==> src/rtl/image_sweep_pkg.sv <==
// Shared types and address widths for the image sweep sequencer.
package image_sweep_pkg;

  localparam int XADDR_W = 9;
  localparam int YADDR_W = 8;

  typedef enum logic [1:0] {
    OP_INVERT    = 2'd0,
    OP_THRESHOLD = 2'd1,
    OP_FILL      = 2'd2,
    OP_PASS      = 2'd3
  } op_t;

  typedef logic [1:0] state_t;
  localparam state_t ST_IDLE  = 2'd0;
  localparam state_t ST_SWEEP = 2'd1;
  localparam state_t ST_DRAIN = 2'd2;
  localparam state_t ST_DONE  = 2'd3;

endpackage

==> src/rtl/sweep_pixel_op.sv <==
// Per-pixel transform f(value, op, param); purely combinational.
module sweep_pixel_op
  import image_sweep_pkg::*;
#(
  parameter int ColorBits = 3
) (
  input  logic [ColorBits-1:0] value,
  input  op_t                  op,
  input  logic [ColorBits-1:0] param,
  output logic [ColorBits-1:0] result
);

  always_comb begin
    result = value;
    case (op)
      OP_INVERT:    result = ~value;
      OP_THRESHOLD: result = (value >= param) ? '1 : '0;
      OP_FILL:      result = param;
      default:      result = value;
    endcase
  end

endmodule

==> src/rtl/image_sweep_ctrl.sv <==
// Raster read-modify-write sequencer for the image memory, one pixel per cycle.
// Optional running sum of written pixels is built only with SWEEP_CHECKSUM_EN.
module image_sweep_ctrl
  import image_sweep_pkg::*;
#(
  parameter int Width     = 5,
  parameter int Height    = 10,
  parameter int ColorBits = 3
) (
  input  logic                 clk,
  input  logic                 rst,
  input  logic                 Start,
  input  logic                 Abort,
  input  logic [1:0]           Op,
  input  logic [ColorBits-1:0] Param,
  output logic                 Busy,
  output logic                 Done,
  input  logic                 HostWriteValid,
  input  logic [XADDR_W-1:0]   HostX,
  input  logic [YADDR_W-1:0]   HostY,
  input  logic [ColorBits-1:0] HostValue,
  output logic                 HostReady,
  output logic [XADDR_W-1:0]   XRead,
  output logic [YADDR_W-1:0]   YRead,
  input  logic [ColorBits-1:0] ReadValue,
  output logic [XADDR_W-1:0]   XWrite,
  output logic [YADDR_W-1:0]   YWrite,
  output logic [ColorBits-1:0] WriteValue,
  output logic                 MemWriteEn,
  output logic [15:0]          Checksum
);

  localparam logic [XADDR_W-1:0] X_LAST = XADDR_W'(Width - 1);
  localparam logic [YADDR_W-1:0] Y_LAST = YADDR_W'(Height - 1);

  state_t                 state;
  logic [XADDR_W-1:0]     x;
  logic [YADDR_W-1:0]     y;
  logic                   stage_vld;
  logic [XADDR_W-1:0]     stage_x;
  logic [YADDR_W-1:0]     stage_y;
  op_t                    op_q;
  logic [ColorBits-1:0]   param_q;
  logic [ColorBits-1:0]   sweep_value;
  logic                   last_pixel;

  assign last_pixel = (x == X_LAST) && (y == Y_LAST);

  always_ff @(posedge clk) begin
    if (rst) begin
      state     <= ST_IDLE;
      x         <= '0;
      y         <= '0;
      stage_vld <= 1'b0;
      stage_x   <= '0;
      stage_y   <= '0;
      op_q      <= OP_INVERT;
      param_q   <= '0;
    end else begin
      stage_vld <= 1'b0;
      case (state)
        ST_IDLE: begin
          if (Start) begin
            state   <= ST_SWEEP;
            x       <= '0;
            y       <= '0;
            op_q    <= op_t'(Op);
            param_q <= Param;
          end
        end
        ST_SWEEP: begin
          // An aborted cycle stages nothing; the previous pixel still writes now.
          if (Abort) begin
            state <= ST_IDLE;
          end else begin
            stage_vld <= 1'b1;
            stage_x   <= x;
            stage_y   <= y;
            if (x == X_LAST) begin
              x <= '0;
              y <= last_pixel ? '0 : y + 1'b1;
            end else begin
              x <= x + 1'b1;
            end
            if (last_pixel) state <= ST_DRAIN;
          end
        end
        ST_DRAIN: state <= ST_DONE;
        default:  state <= ST_IDLE;
      endcase
    end
  end

  sweep_pixel_op #(.ColorBits(ColorBits)) u_pixel_op (
    .value  (ReadValue),
    .op     (op_q),
    .param  (param_q),
    .result (sweep_value)
  );

  assign Busy      = (state == ST_SWEEP) || (state == ST_DRAIN);
  assign Done      = (state == ST_DONE);
  assign HostReady = (state == ST_IDLE);
  assign XRead     = (state == ST_SWEEP) ? x : '0;
  assign YRead     = (state == ST_SWEEP) ? y : '0;

  // Reset kills the write combinationally so an in-flight pixel never lands.
  always_comb begin
    if (state == ST_IDLE) begin
      XWrite     = HostX;
      YWrite     = HostY;
      WriteValue = HostValue;
      MemWriteEn = HostWriteValid && !rst;
    end else begin
      XWrite     = stage_x;
      YWrite     = stage_y;
      WriteValue = sweep_value;
      MemWriteEn = stage_vld && !rst;
    end
  end

`ifdef SWEEP_CHECKSUM_EN
  logic [15:0] csum;

  always_ff @(posedge clk) begin
    if (rst) begin
      csum <= '0;
    end else if ((state == ST_IDLE) && Start) begin
      csum <= '0;
    end else if (stage_vld) begin
      csum <= csum + 16'(sweep_value);
    end
  end

  assign Checksum = csum;
`else
  assign Checksum = '0;
`endif

endmodule

==> config.mk <==
export PLATFORM = sky130hd
export DESIGN_NAME = image_sweep_ctrl
export DESIGN_NICKNAME = d
export VERILOG_FILES = /design/src/rtl/image_sweep_pkg.sv /design/src/rtl/sweep_pixel_op.sv /design/src/rtl/image_sweep_ctrl.sv
export SDC_FILE = /design/constraint.sdc
export NUM_CORES = 1
export LEC_CHECK = 0
export CAP_MARGIN = 40
export CORE_ASPECT_RATIO = 1.5
export CORE_MARGIN = 3
export CORE_UTILIZATION = 47
export CTS_BUF_LIST = sky130_fd_sc_hd__clkbuf_2
export CTS_CLUSTER_SIZE = 25
export DETAILED_ROUTE_END_ITERATION = 10
export PLACE_DENSITY = 0.81
export RECOVER_POWER = 25
export SETUP_SLACK_MARGIN = 0.05
export SLEW_MARGIN = 20
export SYNTH_ARGS = -nofsm -noshare
export SYNTH_HDL_FRONTEND = slang
export SYNTH_SLANG_ARGS = --single-unit
==> constraint.sdc <==
create_clock -name clk -period 2.4 [get_ports clk]
set_clock_uncertainty 0.15 [all_clocks]
set_input_delay 0.72 -clock clk [delete_from_list [all_inputs] [get_ports clk]]
set_output_delay 0.72 -clock clk [all_outputs]
set_load 0.01 [all_outputs]
==> metrics.csv <==
stage;metric;value;unit
clock_network;cts_tree;done;
logic_synthesis;synth_edf_count;0;
finish;drive_above_1_share;43.7;%
grt;grt_pass1_vias;2674;
detailed_routing;dr.first_iter.drc_count;114;
critical_path;arrival;1840;ps
grt;antenna_found_initial;0;
clock_network;cts_hold_buf;0;
critical_path;path_class;primary input to output pin;
floorplan;row_count;32;
power_and_ir_drop;power_leakage;1.79;nW
timing;setup_viol;38;
logic_synthesis;seq_area_frac_synth;32.7;%
grt;grt_pass1_wl;12700;um
hold_path;hp-start;stage_x[1]$_SDFFE_PP0P_;
timing;setup_slack;-315;ps
finish;fillCellCount;303;
clock_network;clock-sinks;42;
finish;regArea;847;um^2
floorplan;die_x;66.4;um
logic_synthesis;async_reset_ff_share;0;%
grt;grt_max_degree;36;
run_status;violations;negative setup slack;
finish;final_core_util;81.7;%
logic_synthesis;syn_avg_cell_area;8.09;um^2
critical_path;critPathRequiredTime;1530;ps
logic_synthesis;synth_top_area_cell;dfxtp_1;
logic_synthesis;synth_area_leaders;dfxtp_1 (33%), mux2_2 (7.4%), a21oi_1 (7.0%), nand2_1 (7.0%), ha_1 (5.4%);
detailed_routing;num_vias;2850;
clock_network;root_buffer;clkbuf_2;
floorplan;die_h;96.6;um
critical_path;crit_start;ReadValue[2];
grt;grt.total_usage;25.6;%
clock_network;cts_inserted_buffers;5;
floorplan;io_pins;90;
critical_path;path_max_fanout;3;
floorplan;core_area;5200;um^2
clock_network;clock_tree.buffer_depth;2;
detailed_routing;drt-total-wl;9150;um
logic_synthesis;synth_top_area_share;32.7;%
grt;grt_overflow_total;0;
critical_path;r2r_slack;30;ps
critical_path;critPathMaxStageDelay;300;ps
hold_path;hold_class;flip-flop to flip-flop;
placement;place_congestion;0.845;
power_and_ir_drop;power;2.33;mW
logic_synthesis;ys_seq_elements;42;
power_and_ir_drop;peakVddDrop;361;uV
critical_path;r2r-start;state[1]$_SDFFE_PP0P_;
logic_synthesis;yosys_most_used_dff;dfxtp_1;
logic_synthesis;yosysWarningCount;0;
run_status;status;finished, violations left;
timing;min_period;2710;ps
power_and_ir_drop;power_density;548;nW/um^2
logic_synthesis;syn_inst;318;
critical_path;endpoint;WriteValue[0];
floorplan;die-area;6410;um^2
critical_path;worst_setup_path_end_kind;output pin;
finish;diodes;0;
timing;fin_crit_sh;113;%
hold_path;hold_depth;2;
placement;post-dp-hpwl;5390;um
logic_synthesis;netlist_area;2570;um^2
timing;rsz0062_at_grt;yes;
clock_network;cts.htree.levels;2;
run;drv_cap;0;
finish;area_growth;65.5;%
clock_network;clk_latency;410;ps
timing;max_freq;0.368;GHz
logic_synthesis;yosysMostFrequentCell;nand2_1;
timing;hold_viol;0;
detailed_routing;drtPass1Iterations;4;
placement;place.port_buffers;73;
clock_network;clkSlewWorstSetupHoldPaths;200;ps
floorplan;start_util;49.4;%
critical_path;start_kind;primary input;
timing;maxSlewViolCount;0;
detailed_routing;ant_nets;0;
critical_path;slowest_stage;nor4b_4;
critical_path;r2r-end;y[1]$_SDFFE_PP0P_;
critical_path;reg2reg_depth;12;
finish;multi_input_area;1830;um^2
detailed_routing;wl_per_cell;17.9;um
logic_synthesis;ys_top_cells_by_count;nand2_1 (48), dfxtp_1 (42), a21oi_1 (36);
finish;nets;487;
critical_path;worstPathCellList;buf_2 > ha_4 > nor4b_4 > o21ai_2 > buf_4 > and2_4 > buf_6;
detailed_routing;drc;0;
detailed_routing;vias_per_cell;5.57;
logic_synthesis;yosys.cell_types.count;47;
## cell type report
class                           instances  area share (%)
Clock inverter                          3            1.50
Timing Repair Buffer                  139            31.8
Clock buffer                            5           0.588
Sequential cell                        42            19.9
Inverter                               11            1.12
Multi-Input combinational cell        244            43.1
Tap cell                               68            2.00
## critical path: cells and delay by family
kind / cells / cell delay, ps
buffers and inverters: 3 / 390
and+or+nand+nor: 2 / 440
adders and majority gates: 1 / 170
AOI/OAI and AO/OA: 1 / 130
## logic make-up (layout without fill, tap and decap cells)
group           Yosys count  count (layout)  share of synthesized area, %
simple gates            126             126                          26.4
compound gates           70              70                          16.4
buf+inv                  47             158                          10.1
flops                    42              42                          32.7
mux                      19              19                          8.22
fa+ha+maj                11              11                          5.35
xor+xnor                  2               2                         0.681
other cells               1              16                         0.146
## how the worst min path moves through the flow
stage / end / slack, ps
finish: stage_x[1]$_SDFFE_PP0P_ / 340
global route: stage_y[6]$_SDFFE_PP0P_ / 360
CTS: stage_y[3]$_SDFFE_PP0P_ / 330
detailed placement: stage_y[3]$_SDFFE_PP0P_ / 300
global placement: stage_y[2]$_SDFFE_PP0P_ / 290
floorplan: stage_x[0]$_SDFFE_PP0P_ / 280
## cell usage in the layout (no fill, tap or decap), drive strengths merged, types with 2 or more instances in the layout
cell type,synthesis,layout
buf,27,107
nand2,48,48
dfxtp,42,42
a21oi,37,37
clkdlybuf4s50,0,29
mux2,17,17
and2,17,17
conb,1,16
nor2,15,15
o21ai,12,12
ha,11,11
inv,11,10
nand3,8,8
or4,8,8
nand4,7,7
o31ai,7,7
clkbuf,9,6
nand2b,5,5
nor3,4,4
nor4b,3,3
nor2b,3,3
or4b,3,3
a221oi,2,2
mux2i,2,2
o211ai,2,2
or3,2,2
bufinv,0,2
dlygate4sd2,0,2
o21bai,2,2
## power by group
group	leakage [nW]	internal, mW	total [mW]	switching (mW)
logic	1.40	0.607	1.08	0.468
registers	0.341	0.718	0.739	0.0214
clock network	0.0506	0.277	0.519	0.241
total	1.79	1.60	2.33	0.731
## metrics by stage
stage / hold WS (ps) / TNS, ps / setup slack [ps] / cells / area, um^2
2_1_floorplan: 284 / 0 / 24.7 / 333 / 2650
3_3_place_gp: 295 / -10460 / -1080 / 479 / 3550
3_5_place_dp: 299 / -10780 / -1100 / 479 / 3550
4_1_cts: 325 / -4080 / -255 / 500 / 3870
5_1_grt: 357 / -8750 / -369 / 512 / 4250
6_report: 340 / -5880 / -315 / 512 / 4250
## state kept, by name, indices dropped and copies added, names as in the netlist
name,flops
op_q,2
stage_x,9
param_q,3
y,8
stage_vld,1
x,9
state,2
stage_y,8
## per-layer routing
layer / GRT usage (%) / share of wire (%) / vias to the layer above
met3: 4.28 / 5.3 / 31
met5: 0 / 0 / -
met4: 10.0 / 3.8 / 0
met2: 50.0 / 55 / 128
li1: - / - / 1328
met1: 26.4 / 36 / 1363
## what timing repair did
item | CTS | global route
setup endpoints to repair | 41 | 54
pin swaps | 7 | 24
setup buffers | 12 | 14
gates resized for setup | 238 | 75
cloned | 1 | 1
Power figures use the tool's default switching activity.
